[src/rtl/score_pkg.sv]
// Shared types and constants for the score renderer: glyph geometry,
// BCD digit type, conversion FSM states and glyph ROM address.
package score_pkg;

    localparam int GLYPH_W = 16;
    localparam int GLYPH_H = 16;

    typedef logic [3:0]  bcd_digit_t;
    typedef logic [11:0] rom_addr_t;

    typedef enum logic [1:0] {
        IDLE  = 2'd0,
        SHIFT = 2'd1,
        DONE  = 2'd2
    } fsm_state_t;

    // Elaboration-time 10**n, used for the saturation threshold.
    function automatic int unsigned pow10(input int n);
        int unsigned v;
        v = 32'd1;
        for (int i = 0; i < n; i++) begin
            v = v * 32'd10;
        end
        return v;
    endfunction

endpackage

[src/rtl/score_digit_rom.sv]
// 4096x4 glyph ROM for digits 0-9, address {digit, row, col}, synchronous read.
// Glyphs are seven-segment shapes; opaque pixels carry palette index digit+1.
module score_digit_rom
    import score_pkg::*;
(
    input  logic       vga_clk,
    input  logic       reset,
    input  rom_addr_t  addr,
    output logic [3:0] data
);

    function automatic logic [3:0] glyph_px(input rom_addr_t a);
        logic [6:0] seg;
        logic [3:0] r;
        logic [3:0] c;
        logic       lit;
        r = a[7:4];
        c = a[3:0];
        // segment order {a,b,c,d,e,f,g}
        case (a[11:8])
            4'd0:    seg = 7'h7E;
            4'd1:    seg = 7'h30;
            4'd2:    seg = 7'h6D;
            4'd3:    seg = 7'h79;
            4'd4:    seg = 7'h33;
            4'd5:    seg = 7'h5B;
            4'd6:    seg = 7'h5F;
            4'd7:    seg = 7'h70;
            4'd8:    seg = 7'h7F;
            4'd9:    seg = 7'h7B;
            default: seg = 7'h00;
        endcase
        lit = (seg[6] & (r <= 4'd1))
            | (seg[5] & (c >= 4'd14) & (r <= 4'd8))
            | (seg[4] & (c >= 4'd14) & (r >= 4'd7))
            | (seg[3] & (r >= 4'd14))
            | (seg[2] & (c <= 4'd1) & (r >= 4'd7))
            | (seg[1] & (c <= 4'd1) & (r <= 4'd8))
            | (seg[0] & ((r == 4'd7) | (r == 4'd8)));
        return lit ? (a[11:8] + 4'd1) : 4'd0;
    endfunction

    // Registered ROM read
    always_ff @(posedge vga_clk) begin
        if (reset) begin
            data <= 4'd0;
        end else begin
            data <= glyph_px(addr);
        end
    end

endmodule

[src/rtl/score_render.sv]
// Binary score -> BCD (double dabble) and 3-stage glyph pixel pipeline.
// Optional macro SCORE_LEADING_ZERO_BLANK_EN hides leading zero digits.
module score_render
    import score_pkg::*;
#(
    parameter int         DIGITS     = 4,
    parameter int         SCORE_W    = 14,
    parameter logic [9:0] X0         = 10'd16,
    parameter logic [9:0] Y0         = 10'd16,
    parameter int         SCALE_LOG2 = 1
) (
    input  logic               vga_clk,
    input  logic               reset,
    input  logic [SCORE_W-1:0] score,
    input  logic               score_load,
    output logic               busy,
    input  logic [9:0]         DrawX,
    input  logic [9:0]         DrawY,
    input  logic               blank,
    output logic               pixel_hit,
    output logic [3:0]         red,
    output logic [3:0]         green,
    output logic [3:0]         blue
);

    localparam int          BCD_N   = ((SCORE_W + 2) / 3 > DIGITS) ? (SCORE_W + 2) / 3 : DIGITS;
    localparam int          ACC_W   = 4 * BCD_N;
    localparam int          CNT_W   = $clog2(SCORE_W + 1);
    localparam logic [31:0] MAX_VAL = pow10(DIGITS) - 32'd1;

    fsm_state_t         r_state;
    logic [SCORE_W-1:0] r_bin;
    logic [ACC_W-1:0]   r_bcd;
    logic [CNT_W-1:0]   r_cnt;
    logic               r_sat;
    bcd_digit_t         r_digits [DIGITS];

    logic [ACC_W-1:0]         w_adj;
    logic [ACC_W+SCORE_W-1:0] w_shift;

    // Add-3 correction on every nibble >= 5 ahead of the shift
    always_comb begin
        w_adj = r_bcd;
        for (int k = 0; k < BCD_N; k++) begin
            w_adj[4*k +: 4] = (r_bcd[4*k +: 4] >= 4'd5) ? (r_bcd[4*k +: 4] + 4'd3) : r_bcd[4*k +: 4];
        end
    end

    assign w_shift = {w_adj, r_bin} << 1;

    // Conversion FSM; displayed digits change only in DONE
    always_ff @(posedge vga_clk) begin
        if (reset) begin
            r_state <= IDLE;
            busy    <= 1'b0;
            r_bin   <= '0;
            r_bcd   <= '0;
            r_cnt   <= '0;
            r_sat   <= 1'b0;
            for (int d = 0; d < DIGITS; d++) begin
                r_digits[d] <= 4'd0;
            end
        end else begin
            case (r_state)
                IDLE: begin
                    if (score_load) begin
                        r_bin   <= score;
                        r_bcd   <= '0;
                        r_cnt   <= '0;
                        r_sat   <= (32'(score) > MAX_VAL);
                        r_state <= SHIFT;
                        busy    <= 1'b1;
                    end
                end
                SHIFT: begin
                    r_bcd <= w_shift[ACC_W+SCORE_W-1 -: ACC_W];
                    r_bin <= w_shift[SCORE_W-1:0];
                    r_cnt <= r_cnt + {{(CNT_W-1){1'b0}}, 1'b1};
                    if (r_cnt == CNT_W'(SCORE_W - 1)) begin
                        r_state <= DONE;
                    end
                end
                DONE: begin
                    for (int d = 0; d < DIGITS; d++) begin
                        r_digits[d] <= r_sat ? 4'd9 : r_bcd[4*(DIGITS-1-d) +: 4];
                    end
                    busy    <= 1'b0;
                    r_state <= IDLE;
                end
                default: begin
                    busy    <= 1'b0;
                    r_state <= IDLE;
                end
            endcase
        end
    end

    logic [9:0] w_xs;
    logic [9:0] w_ys;
    logic [5:0] w_slot;
    logic [3:0] w_col;
    logic [3:0] w_row;
    logic       w_in_field;
    logic       w_lead_blank;
    bcd_digit_t w_digit;

    // A coordinate is in range when its scaled offset fits the slot/row count
    assign w_xs       = (DrawX - X0) >> SCALE_LOG2;
    assign w_ys       = (DrawY - Y0) >> SCALE_LOG2;
    assign w_slot     = w_xs[9:4];
    assign w_col      = w_xs[3:0];
    assign w_row      = w_ys[3:0];
    assign w_in_field = (DrawX >= X0) && (w_slot < 6'(DIGITS))
                     && (DrawY >= Y0) && (w_ys < 10'(GLYPH_H))
                     && !w_lead_blank;

    // Select the displayed digit for the current slot
    always_comb begin
        w_digit = 4'd0;
        for (int d = 0; d < DIGITS; d++) begin
            w_digit = (w_slot == 6'(d)) ? r_digits[d] : w_digit;
        end
    end

`ifdef SCORE_LEADING_ZERO_BLANK_EN
    // A slot is blanked when it and every more significant digit are zero
    always_comb begin
        logic v_zero_run;
        v_zero_run   = 1'b1;
        w_lead_blank = 1'b0;
        for (int d = 0; d < DIGITS - 1; d++) begin
            v_zero_run   = v_zero_run & (r_digits[d] == 4'd0);
            w_lead_blank = w_lead_blank | ((w_slot == 6'(d)) & v_zero_run);
        end
    end
`else
    assign w_lead_blank = 1'b0;
`endif

    rom_addr_t  r_s1_addr;
    logic       r_s1_infield;
    logic       r_s1_blank;
    logic       r_s2_infield;
    logic       r_s2_blank;
    logic [3:0] w_rom_data;
    logic [11:0] w_rgb;

    // S1: field flag, blank and ROM address
    always_ff @(posedge vga_clk) begin
        if (reset) begin
            r_s1_addr    <= '0;
            r_s1_infield <= 1'b0;
            r_s1_blank   <= 1'b0;
        end else begin
            r_s1_addr    <= {w_digit, w_row, w_col};
            r_s1_infield <= w_in_field;
            r_s1_blank   <= blank;
        end
    end

    score_digit_rom u_rom (
        .vga_clk (vga_clk),
        .reset   (reset),
        .addr    (r_s1_addr),
        .data    (w_rom_data)
    );

    // S2: keep qualifiers aligned with the ROM read
    always_ff @(posedge vga_clk) begin
        if (reset) begin
            r_s2_infield <= 1'b0;
            r_s2_blank   <= 1'b0;
        end else begin
            r_s2_infield <= r_s1_infield;
            r_s2_blank   <= r_s1_blank;
        end
    end

    // Palette: index 0 transparent, 1..10 are digit colours
    always_comb begin
        case (w_rom_data)
            4'd0:    w_rgb = 12'h000;
            4'd1:    w_rgb = 12'hF00;
            4'd2:    w_rgb = 12'hF80;
            4'd3:    w_rgb = 12'hFF0;
            4'd4:    w_rgb = 12'h8F0;
            4'd5:    w_rgb = 12'h0F0;
            4'd6:    w_rgb = 12'h0F8;
            4'd7:    w_rgb = 12'h0FF;
            4'd8:    w_rgb = 12'h08F;
            4'd9:    w_rgb = 12'h00F;
            4'd10:   w_rgb = 12'hF0F;
            4'd11:   w_rgb = 12'h888;
            4'd12:   w_rgb = 12'h444;
            4'd13:   w_rgb = 12'hCCC;
            4'd14:   w_rgb = 12'h246;
            4'd15:   w_rgb = 12'hFFF;
            default: w_rgb = 12'h000;
        endcase
    end

    // S3: registered colour output
    always_ff @(posedge vga_clk) begin
        if (reset) begin
            {red, green, blue} <= 12'h000;
            pixel_hit          <= 1'b0;
        end else if (r_s2_blank && r_s2_infield && (w_rom_data != 4'd0)) begin
            {red, green, blue} <= w_rgb;
            pixel_hit          <= 1'b1;
        end else begin
            {red, green, blue} <= 12'h000;
            pixel_hit          <= 1'b0;
        end
    end

endmodule

[config.mk]
export PLATFORM = sky130hd
export DESIGN_NAME = score_render
export DESIGN_NICKNAME = d
export VERILOG_FILES = /design/src/rtl/score_pkg.sv /design/src/rtl/score_digit_rom.sv /design/src/rtl/score_render.sv
export SDC_FILE = /design/constraint.sdc
export NUM_CORES = 1
export LEC_CHECK = 0
export CORE_ASPECT_RATIO = 1.25
export CORE_UTILIZATION = 50
export DETAILED_ROUTE_END_ITERATION = 16
export HOLD_SLACK_MARGIN = 0.1
export PLACE_DENSITY = 0.76
export SYNTH_ARGS = -nofsm -noshare
export SYNTH_HDL_FRONTEND = slang
export SYNTH_HIERARCHICAL = 1
export SYNTH_SLANG_ARGS = --single-unit
export TNS_END_PERCENT = 10
[constraint.sdc]
create_clock -name vga_clk -period 1.6 [get_ports vga_clk]
set_input_delay 0.32 -clock vga_clk [delete_from_list [all_inputs] [get_ports vga_clk]]
set_output_delay 0.32 -clock vga_clk [all_outputs]
set_load 0.02 [all_outputs]
==> metrics.csv, run 1 <==
stage;metric;value;unit
clock_tree;Worst-Skew Late Latency;0.35;ns
floorplan;Die Height;103;microns
floorplan;Core Box Area;0.00784;sq mm
hold_path;Hold Crit Class;input port to flop;
routing;DRT iter0 DRCs;81;
place;placed insts;584;
grt;antenna violations before repair;0;
setup_path;r2r setup slk;0.03;ns
pwr;Leakage Power;2.03;nW
grt;Total GRT Usage;0.213;
sta;RSZ-0062 raised after global routing;true;
sta;relative slew slack;0.552;
setup_path;critical path type;input port to flop;
setup_path;Setup crit end kind;flop;
finish;Finished Layout Cells;600;
logic_synthesis;Ys Warns;6;
sta;crit path time final;1.60;ns
pwr;Power Total;4.42;mW
routing;DRC;0;
logic_synthesis;mapped cell area;0.00405;sq mm
place;gpl congestion;0.796;
place;DPL Wire Length;6250;microns
finish;share of cells above drive strength 1;0.145;
sta;final hold violation count;0;
routing;Detail Route Antenna Nets;0;
place;port bufs;48;
grt;GRT overflow;0;
floorplan;IO Pins;52;
routing;vias per cell;5.53;
finish;# nets final;559;
pwr;PD cells;873;mW/mm^2
logic_synthesis;syn nets;486;
pwr;peak supply drop;0.702;mV
floorplan;Die Wd;82.5;microns
clock_tree;CTS sink cnt;85;
sta;fin crit share;0.998;
setup_path;CP required;1.90;ns
grt;number of global-route vias before repair;3180;
logic_synthesis;syn avg cell area;9.49;sq um
sta;worst hold slack;0.417;ns
routing;drt total wl;8540;microns
floorplan;die footprint;0.00847;sq mm
finish;commonest non-fill, non-tap cell in the layout;dfxtp_1;
sta;Least-Margin Pin Slew;0.672;ns
finish;Final Cell Area;0.00507;sq mm
floorplan;Initial Util;0.517;
setup_path;Critical R2R Launch;r_s1_addr[8]$_SDFF_PP0_;
clock_tree;clock root cell;clkbuf_8;
finish;most frequent cells in the layout;67 x dfxtp_1, 48 x nor2_1, 40 x clkdlybuf4s50_1, 34 x buf_4, 25 x a21oi_1;
hold_path;hold wc startpoint;DrawX[4];
sta;endpoints failing setup;0;
finish;ant diodes;0;
clock_tree;post-CTS setup repair buffer count;0;
clock_tree;Reg clk slew, reported paths;0.08;ns
sta;Final Skew;0.0139;ns
sta;fmax;626;MHz
grt;pin count of the biggest net entering global routing;25;
setup_path;data arrival time of the critical path;1.89;ns
run;max-cap check violation count;0;
setup_path;crit-path max FO;2;
setup_path;CP Launch Type;input port;
sta;Max Transition Viols Final;0;
logic_synthesis;cell count after synthesis;427;
setup_path;FF-to-FF End;u_rom/data[2]$_SDFF_PP0_;
clock_tree;CTS tree;built;
finish;P&R area growth vs syn;25.1;%
setup_path;depth of the worst register-to-register path;6;
clock_tree;clock buffer depth;2;
floorplan;Std-Cell Rows;36;
hold_path;WHS Path Cells;3;
routing;drt pass-1 iters;4;
routing;via count;3316;
clock_tree;Max H-tree Level;3;
clock_tree;TritonCTS Buffers;9;
finish;post-layout util;0.646;
run_status;status;completed;
routing;WL per Instance;14.2;microns
place;Placed Area;0.00482;sq mm
hold_path;Worst Hold Path EP;r_s1_addr[3]$_SDFF_PP0_;
grt;first-pass GRT wire length;13600;microns
==> timing repair <==
item,4_1_cts,5_1_grt
setup endpoints to repair,14,32
cloned,0,0
resized for setup,14,6
pin swaps,5,1
hold buffers,0,0
==> final cells by class <==
type / count / area (sq um)
clock inverters: 4 / 45.0
flip-flops and latches: 85 / 1860
clock buffers: 12 / 156
multi-input cells: 296 / 2040
fillers: 662 / 2770
well taps: 95 / 119
inverters: 25 / 93.8
repair buffers: 83 / 746
==> worst max-delay path, stage by stage <==
cell             delay (ns)
clkdlybuf4s50_1        0.48
inv_1                  0.05
ha_1                   0.25
or4b_4                 0.45
a211oi_2               0.16
o221a_2                0.19
==> how the worst max path moves through the flow <==
stage,from,endpoint,slack [ns]
floorplan,DrawY[4],r_s1_infield$_SDFF_PP0_,-0.02
global placement,DrawY[4],r_s1_infield$_SDFF_PP0_,-0.55
detailed placement,DrawY[5],r_s1_infield$_SDFF_PP0_,-0.57
CTS,reset,r_bcd[14]$_SDFFE_PP0P_,0.0004
global route,DrawY[5],r_s1_infield$_SDFF_PP0_,-0.07
finish,DrawY[5],r_s1_infield$_SDFF_PP0_,0.003
==> sequential cells by signal (all words and copies together) (netlist names) <==
signal        flops
red               4
r_bcd            16
r_s2_infield      1
busy              1
r_digits         16
r_state           2
r_s1_infield      1
r_cnt             4
r_s1_addr        11
r_s2_blank        1
pixel_hit         1
r_s1_blank        1
green             3
r_sat             1
r_bin            14
u_rom/data        4
blue              4
==> routing by layer <==
metal / GRT usage / wire length, microns / vias to the layer above
met5: 0 / 0 / -
met4: 0.0915 / 149 / 0
met3: 0.0549 / 358 / 11
met2: 0.369 / 4380 / 70
met1: 0.245 / 3660 / 1582
li1: - / - / 1653
==> stage by stage <==
step / setup TNS, ns / setup slack (ns)
5_1_grt: -0.563 / -0.0704
3_5_place_dp: -12.40 / -0.568
2_1_floorplan: -0.0172 / -0.0172
3_3_place_gp: -12.50 / -0.549
6_report: 0 / 0.00305
4_1_cts: 0 / 0.000413
==> power by group <==
part	internal, mW	switching, mW
Clock	0.808	0.714
Sequential	2.26	0.0540
Combinational	0.304	0.284
Total	3.37	1.05
No activity file was read; power rests on OpenSTA's default activity.
==> run 2: changes to the inputs <==
--- a/config.mk
+++ b/config.mk
@@ -5,6 +5,7 @@
 export SDC_FILE = /design/constraint.sdc
 export NUM_CORES = 1
 export LEC_CHECK = 0
+export CAP_MARGIN = 20
 export CORE_ASPECT_RATIO = 1.25
 export CORE_UTILIZATION = 50
 export DETAILED_ROUTE_END_ITERATION = 16
==> results of run 2 <==
Final layout, timing and power as in run 1 (identical DEF).
